===== src/rtl/vga_timing_gen.sv =====
// vga_timing_gen: 640x480@60 Hz VGA raster timing generator.
// Divides clk down to a pixel strobe, runs the horizontal/vertical counters,
// decodes hSync/vSync/bright and emits line/frame ticks for game logic.
// Optional feature macro: VGA_FRAME_COUNT_EN adds a free-running 16-bit frameCount output.
module vga_timing_gen #(
    parameter int CLK_DIV = 2,
    parameter int H_SYNC  = 96,
    parameter int H_BP    = 48,
    parameter int H_VIS   = 640,
    parameter int H_FP    = 16,
    parameter int V_SYNC  = 2,
    parameter int V_BP    = 33,
    parameter int V_VIS   = 480,
    parameter int V_FP    = 10
) (
    input  logic       clk,
    input  logic       reset,
    output logic       pixEn,
    output logic [9:0] hCount,
    output logic [9:0] vCount,
    output logic       hSync,
    output logic       vSync,
    output logic       bright,
    output logic       lineTick,
    output logic       frameTick
`ifdef VGA_FRAME_COUNT_EN
    ,
    output logic [15:0] frameCount
`endif
);

    localparam int H_TOTAL = H_SYNC + H_BP + H_VIS + H_FP;
    localparam int V_TOTAL = V_SYNC + V_BP + V_VIS + V_FP;

    // Count 0 is the start of sync, so the visible window sits after sync + back porch.
    localparam logic [9:0] H_LAST      = 10'(H_TOTAL - 1);
    localparam logic [9:0] V_LAST      = 10'(V_TOTAL - 1);
    localparam logic [9:0] H_SYNC_END  = 10'(H_SYNC);
    localparam logic [9:0] V_SYNC_END  = 10'(V_SYNC);
    localparam logic [9:0] H_VIS_START = 10'(H_SYNC + H_BP);
    localparam logic [9:0] H_VIS_END   = 10'(H_SYNC + H_BP + H_VIS);
    localparam logic [9:0] V_VIS_START = 10'(V_SYNC + V_BP);
    localparam logic [9:0] V_VIS_END   = 10'(V_SYNC + V_BP + V_VIS);

    // CLK_DIV is 1..16, so the divider fits in 4 bits; CLK_DIV=1 parks it at 0.
    localparam logic [3:0] DIV_LAST = 4'(CLK_DIV - 1);

    logic [3:0] div_cnt;
    logic [9:0] h_cnt;
    logic [9:0] v_cnt;
    logic       pix_en;
    logic       h_wrap;
    logic       v_wrap;

    assign pix_en = (div_cnt == DIV_LAST);
    assign h_wrap = (h_cnt == H_LAST);
    assign v_wrap = (v_cnt == V_LAST);

    // Pixel-rate divider: strobes on its last count, then restarts at 0.
    always_ff @(posedge clk or posedge reset) begin
        if (reset) begin
            div_cnt <= 4'd0;
        end else if (pix_en) begin
            div_cnt <= 4'd0;
        end else begin
            div_cnt <= div_cnt + 4'd1;
        end
    end

    // Horizontal counter advances only on the pixel strobe and wraps at the end of the line.
    always_ff @(posedge clk or posedge reset) begin
        if (reset) begin
            h_cnt <= 10'd0;
        end else if (pix_en) begin
            if (h_wrap) begin
                h_cnt <= 10'd0;
            end else begin
                h_cnt <= h_cnt + 10'd1;
            end
        end
    end

    // Vertical counter steps once per line and wraps together with the last pixel of the frame.
    always_ff @(posedge clk or posedge reset) begin
        if (reset) begin
            v_cnt <= 10'd0;
        end else if (pix_en && h_wrap) begin
            if (v_wrap) begin
                v_cnt <= 10'd0;
            end else begin
                v_cnt <= v_cnt + 10'd1;
            end
        end
    end

    // Decodes come straight off the registered counters so they line up with hCount/vCount.
    always_comb begin
        pixEn     = pix_en;
        hCount    = h_cnt;
        vCount    = v_cnt;
        hSync     = !(h_cnt < H_SYNC_END);
        vSync     = !(v_cnt < V_SYNC_END);
        bright    = (h_cnt >= H_VIS_START) && (h_cnt < H_VIS_END) &&
                    (v_cnt >= V_VIS_START) && (v_cnt < V_VIS_END);
        lineTick  = pix_en && h_wrap;
        frameTick = pix_en && h_wrap && v_wrap;
    end

`ifdef VGA_FRAME_COUNT_EN
    logic [15:0] frame_count_q;

    // Frame counter for game logic; wraps naturally from 16'hFFFF to 0.
    always_ff @(posedge clk or posedge reset) begin
        if (reset) begin
            frame_count_q <= 16'd0;
        end else if (frameTick) begin
            frame_count_q <= frame_count_q + 16'd1;
        end
    end

    assign frameCount = frame_count_q;
`endif

endmodule


===== config.mk =====
export PLATFORM = sky130hd
export DESIGN_NAME = vga_timing_gen
export DESIGN_NICKNAME = d
export VERILOG_FILES = /design/src/rtl/vga_timing_gen.sv
export SDC_FILE = /design/constraint.sdc
export NUM_CORES = 1
export LEC_CHECK = 0
export ABC_AREA = 1
export BUFFER_PORTS_ARGS = -buffer_cell sky130_fd_sc_hd__buf_2
export CAP_MARGIN = 20
export CORE_UTILIZATION = 32
export DETAILED_ROUTE_END_ITERATION = 7
export HOLD_SLACK_MARGIN = 0.15
export SYNTH_ARGS = -nofsm -noshare
export SYNTH_HDL_FRONTEND = slang
export SYNTH_SLANG_ARGS = --single-unit

===== constraint.sdc =====
create_clock -name clk -period 2.05 [get_ports clk]
set_input_delay 0.205 -clock clk [delete_from_list [all_inputs] [get_ports clk]]
set_output_delay 0.205 -clock clk [all_outputs]
set_load 0.02 [all_outputs]

==> results of run 1 <==
## worst max-delay path: stages, from the launching register on
cell     delay, ns
dfrtp_1       0.44
ha_1          0.26
inv_1         0.10
nand2_1       0.05
o21ai_0       0.20
nand3_1       0.11
nor2_1        0.10
buf_2         0.16
## flip-flops by register name, summed over array words and instances (netlist names)
| signal | count |
|---|---|
| div_cnt | 4 |
| vCount | 10 |
| hCount | 10 |
## cell usage after synthesis
| cell | n |
|---|---|
| o21ai_0 | 10 |
| nor2_2 | 1 |
| nor2_1 | 27 |
| nand3_4 | 1 |
| nand4_1 | 4 |
| nor3_2 | 1 |
| nand3b_1 | 1 |
| a21oi_1 | 2 |
| inv_2 | 1 |
| nand4_2 | 1 |
| dfrtp_1 | 24 |
| ha_1 | 4 |
| xnor2_1 | 2 |
| nand2_1 | 51 |
| inv_1 | 28 |
| buf_6 | 1 |
| o21a_1 | 1 |
| o21ai_1 | 1 |
| nor2_4 | 3 |
| o21bai_1 | 1 |
| nand3_1 | 21 |
| nor3_4 | 1 |
| xor2_1 | 8 |
| buf_2 | 1 |
| nand4_4 | 1 |
| nor3_1 | 4 |
## what timing repair did
item,in CTS,in global routing
hold endpoints to repair,24,0
resized for setup,0,8
setup endpoints to repair,0,2
hold buffers,1,0
## worst paths after layout
check	startpoint	to	slack [ns]
min in group clk	div_cnt[3]$_DFF_PP0_	div_cnt[3]$_DFF_PP0_	0.54
max	vCount[0]$_DFFE_PP0P_	bright	0.15
min reg2reg	div_cnt[3]$_DFF_PP0_	div_cnt[3]$_DFF_PP0_	0.54
max in group asynchronous	reset	hCount[9]$_DFFE_PP0P_	1.26
min	reset	vCount[7]$_DFFE_PP0P_	0.52
max reg2reg	hCount[1]$_DFFE_PP0P_	vCount[5]$_DFFE_PP0P_	0.50
## layout make-up
class,instances,share of cell area (%)
sequential,24,33.4
inverter,29,6.02
clock inverter,1,1.66
timing repair buffer,30,8.86
multi-input combinational,146,44.2
clock buffer,3,2.28
tap,52,3.60
## metrics by stage
stage                     instance area (µm²)  utilization (%)  total power [mW]  setup slack, ns
after detailed placement                 1710             38.5             0.495            0.389
after global routing                     1810             40.7             0.948          0.00497
final                                    1810             40.7             0.909            0.149
after global placement                   1710             38.5             0.495            0.411
after CTS                                1790             40.3             0.926           0.0791
after floorplan                          1510                -             0.489            0.227
## kinds of logic (layout without fill, tap and decap cells)
family	after synthesis	in the layout
xor+xnor	10	10
simple gates	117	117
compound gates	15	15
buf+inv	31	63
flops	24	24
fa+ha+maj	4	4
## power groups by stage
stage | logic (mW) | registers, mW | clock network, mW
2_1_floorplan | 0.00705 | 0.482 | 0
3_3_place_gp | 0.0130 | 0.482 | 0
3_5_place_dp | 0.0130 | 0.482 | 0
4_1_cts | 0.0144 | 0.473 | 0.438
5_1_grt | 0.0164 | 0.473 | 0.458
6_report | 0.0132 | 0.473 | 0.423
## per-layer routing
metal	wire length [µm]	share of wire [%]	track usage, %	vias to the layer above
met5	0	0	0	-
met4	14	0.41	3.33	0
met3	163	4.8	3.56	2
met2	1630	48	25.9	31
met1	1610	47	19.4	650
li1	-	-	-	698
==> impl_metrics.json, run 1 <==
{
  "status": "finished with violations",
  "violations": "DRC",
  "p_sw_mw": 0.172,
  "grt_pass1_wl_um": 6070,
  "p_leak_nw": 0.954,
  "avgSynthCellArea_um2": 7.52,
  "p_clk_share_pct": 46.5,
  "r2r_cells": 8,
  "insertedDiodeCount": 0,
  "synthMuxAreaShare_pct": 0,
  "die_h_um": 70.7,
  "cts_tree": "yes",
  "io_pins": 28,
  "critPathArrivalTime_ns": 1.70,
  "cp_max_fo": 5,
  "dr.pass1.iters": 6,
  "synth_top_cell_area_share_pct": 39.7,
  "share_comb_of_total_power_pct": 1.5,
  "layout_commonest_cell": "nand2_1",
  "fillers": 464,
  "portBuffers": 27,
  "synthXorXnorAreaFrac_pct": 5.79,
  "worstSetupEndpointType": "output port",
  "synth_fa_ha_area_share_pct": 3.31,
  "grt_pass1_vias": 1351,
  "start_util_pct": 34.0,
  "routed-via-count": 1381,
  "worst_slew_pin_slew_ns": 0.323,
  "fin_crit_sh_pct": 92.7,
  "clock_latency_ns": 0.27,
  "coreArea_mm2": 0.00444,
  "pwr-share-seq_pct": 52.0,
  "routedWlPerCell_um": 12.0,
  "synth_seq_cells": 24,
  "drtIter0Drc": 95,
  "antenna_found_initial": 0,
  "fin_crit_ns": 1.90,
  "seq_area_frac_synth_pct": 39.7,
  "yosys-top-cells-area": "dfrtp_1 (40%), nand2_1 (13%), inv_1 (7.0%), nand3_1 (7.0%), nor2_1 (6.7%)",
  "cts_max_level": 1,
  "synth_fp_nets": 207,
  "synthToLayoutAreaGrowth_pct": 19.6,
  "drc_errors": 4,
  "cts.sinks": 24,
  "place_congestion": 0.913,
  "clk_path_buf_depth": 2,
  "die-area_mm2": 0.00500,
  "rsz0062_at_grt": "no",
  "fin_nets": 240,
  "synth_compound_area_share_pct": 5.30,
  "post_cts_buffers": 0,
  "setup_tns_ns": 0,
  "viasPerCell": 4.85,
  "fin_skew_ns": 0.00383,
  "setup_viol": 0,
  "p_int_mw": 0.737,
  "vdd_drop_max_mv": 0.329,
  "ys_warn_count": 0,
  "drive_gt1_share_pct": 21.5,
  "drv_slew": 0,
  "synthDistinctLibCells": 26,
  "ant_nets": 0,
  "placed_cells": 280,
  "power_density_mw_per_mm2": 503,
  "track_usage_pct": 15.1,
  "die_x_um": 70.7,
  "layout_common_cells": "nand2_1 (51), buf_2 (27), inv_1 (26), nor2_1 (26)",
  "dp_hpwl_um": 2580,
  "hold_class": "in -> async",
  "max_slew_margin_pct": 78.5,
  "clk_pin_slew_ns": 0.09,
  "hold_ws_ns": 0.515,
  "switching_share_pct": 18.9,
  "synth_top_family_by_area": "simple AND/OR/NAND/NOR gates",
  "fin_cells": 285,
  "overflow": 0,
  "drt_wl_total_um": 3420,
  "crit_type": "reg -> out",
  "seq_area_um2": 604,
  "fmax_ghz": 0.526,
  "startpoint_type": "flop",
  "grt_start_max_net_pins": 25,
  "cp.required_ns": 1.85,
  "synth_simple_gate_area_share_pct": 37.6,
  "yosysTopAreaCell": "dfrtp_1",
  "fp-row-count": 24,
  "netlist_area_mm2": 0.00151,
  "cts.root.buffer_cell": "clkbuf_8",
  "hold_violations": 0,
  "multiInputGateArea_um2": 798,
  "cap_viol_max_count": 0,
  "netlist_instances": 201,
  "numCtsBuffers": 3
}
Power figures use the tool's default switching activity.
==> run 2: changes to the inputs <==
Settings changed: RECOVER_POWER from default to 100.
==> run 2 against run 1 <==
The run still ends with DRC left; worst setup slack worse by 0.00091 ns; fmax about the same; sequential power about the same; utilization down 1.0 points; critical path depth unchanged; non-clock buffer count unchanged; register-to-register slack worse by 0.19 ns; global-route usage unchanged; worst hold slack better by 0.023 ns; critical path type unchanged; largest power group unchanged.
==> impl_metrics.json, run 2 (synthesis results as in run 1) <==
{
  "fin_cells": 285,
  "cts.sinks": 24,
  "startpoint_type": "flop",
  "violations": "DRC",
  "slowest_stage": "dfrtp_1",
  "path_cells": "ha_1 > inv_1 > nand2_1 > o21ai_0 > nand3_1 > nor2_1 > clkbuf_2",
  "clk_path_buf_depth": 2,
  "drive_gt1_share_pct": 12.4,
  "grt_pass1_vias": 1351,
  "wl_met1_um": 1590,
  "cp_max_fo": 5,
  "ant_nets": 0,
  "portBuffers": 27,
  "grt_pass1_wl_um": 6070,
  "clock_latency_ns": 0.27,
  "max_stage_delay_ns": 0.44,
  "numCtsBuffers": 3,
  "insertedDiodeCount": 0,
  "crit_type": "reg -> out",
  "highest_layer": "met4",
  "hold_violations": 0,
  "setup_viol": 0,
  "drt_wl_total_um": 3410,
  "die_h_um": 70.7,
  "fin_skew_ns": 0.00341,
  "fp-row-count": 24,
  "overflow": 0,
  "cts_max_level": 1,
  "pre_cts_ws_ns": 0.389,
  "hold_class": "reg -> reg",
  "dp_hpwl_um": 2580,
  "drtIter0Drc": 58,
  "drv_slew": 0,
  "fmax_ghz": 0.526,
  "max_slew_margin_pct": 58.2,
  "track_usage_pct": 15.1,
  "fin_ws_ns": 0.148,
  "routedWlPerCell_um": 12.0,
  "setup_tns_ns": 0,
  "worstSetupEndpointType": "output port",
  "clk_pin_slew_ns": 0.09,
  "cts.root.buffer_cell": "clkbuf_8",
  "viasPerCell": 4.88,
  "route.met3.wl_um": 188,
  "cts_tree": "yes",
  "cp.required_ns": 1.85,
  "synthToLayoutAreaGrowth_pct": 16.6,
  "drc_errors": 4,
  "status": "finished with violations",
  "routed-via-count": 1390,
  "coreArea_mm2": 0.00444,
  "rsz0062_at_grt": "no",
  "p_leak_nw": 0.880,
  "antenna_found_initial": 0,
  "post_cts_buffers": 0,
  "place_congestion": 0.913,
  "worst_slew_pin_slew_ns": 0.627,
  "power_density_mw_per_mm2": 517,
  "wl_met2_um": 1600,
  "die-area_mm2": 0.00500,
  "die_x_um": 70.7,
  "fin_crit_ns": 1.90,
  "start_util_pct": 34.0,
  "fin_nets": 240,
  "power_mw": 0.910,
  "cap_viol_max_count": 0,
  "dr.pass1.iters": 6,
  "vdd_drop_max_mv": 0.329,
  "layout_commonest_cell": "nand2_1",
  "critPathArrivalTime_ns": 1.70,
  "placed_cells": 280,
  "grt_start_max_net_pins": 25,
  "io_pins": 28,
  "fin_crit_sh_pct": 92.8,
  "layout_common_cells": "nand2_1 (51), nor2_1 (27), inv_1 (26)"
}
-- run 2: cell type report --
type | count | area (µm²)
Clock buffer | 3 | 41.3
Clock inverter | 1 | 30.0
Fill cell | 473 | 2680
Inverter | 29 | 109
Multi-Input combinational cell | 146 | 781
Sequential cell | 24 | 603
Tap cell | 52 | 65.1
Timing Repair Buffer | 30 | 133
-- run 2: power breakdown --
group          internal, mW  leakage, nW  switching, mW
Clock                 0.261       0.0357          0.163
Combinational       0.00266        0.526        0.00990
Sequential            0.473        0.319              0
Total                 0.737        0.880          0.173
-- run 2: worst max-delay path: cells and delay by family, from the launching register on --
| kind | cells | cell delay [ns] |
|---|---|---|
| buffers and inverters | 2 | 0.27 |
| flip-flops | 1 | 0.44 |
| adder cells (fa/ha/maj) | 1 | 0.26 |
| AND/OR/NAND/NOR | 3 | 0.26 |
| AO/OA/AOI/OAI | 1 | 0.19 |
-- run 2: timing repair --
item                                   4_1_cts  5_1_grt
setup endpoints to repair                    0        2
endpoints found under the hold margin       24        0
hold buffers                                 1        0
gates resized for setup                      0        8
-- run 2: final timing paths --
check | startpoint | end | slack [ns] | cells past startpoint
worst max-delay path | vCount[0]$_DFFE_PP0P_ | bright | 0.15 | 7
worst min-delay path | div_cnt[3]$_DFF_PP0_ | div_cnt[3]$_DFF_PP0_ | 0.54 | 1
worst max register to register | hCount[1]$_DFFE_PP0P_ | vCount[3]$_DFFE_PP0P_ | 0.31 | 8
worst min register to register | div_cnt[3]$_DFF_PP0_ | div_cnt[3]$_DFF_PP0_ | 0.54 | 1
max in group asynchronous | reset | hCount[0]$_DFFE_PP0P_ | 0.98 | 4
min in group asynchronous | reset | vCount[5]$_DFFE_PP0P_ | 0.63 | 4
-- run 2: per-layer routing --
layer / vias up / track usage [%]
met4: 0 / 3.33
met3: 4 / 3.56
met5: - / 0
li1: 699 / -
met2: 42 / 25.9
met1: 645 / 19.4
-- run 2: through the flow --
step / utilization (%) / hold WS [ns] / area (µm²)
4_1_cts: 40.3 / 0.522 / 1790
3_5_place_dp: 38.5 / 0.276 / 1710
3_3_place_gp: 38.5 / 0.276 / 1710
5_1_grt: 39.6 / 0.554 / 1760
6_report: 39.6 / 0.538 / 1760
2_1_floorplan: - / 0.220 / 1510
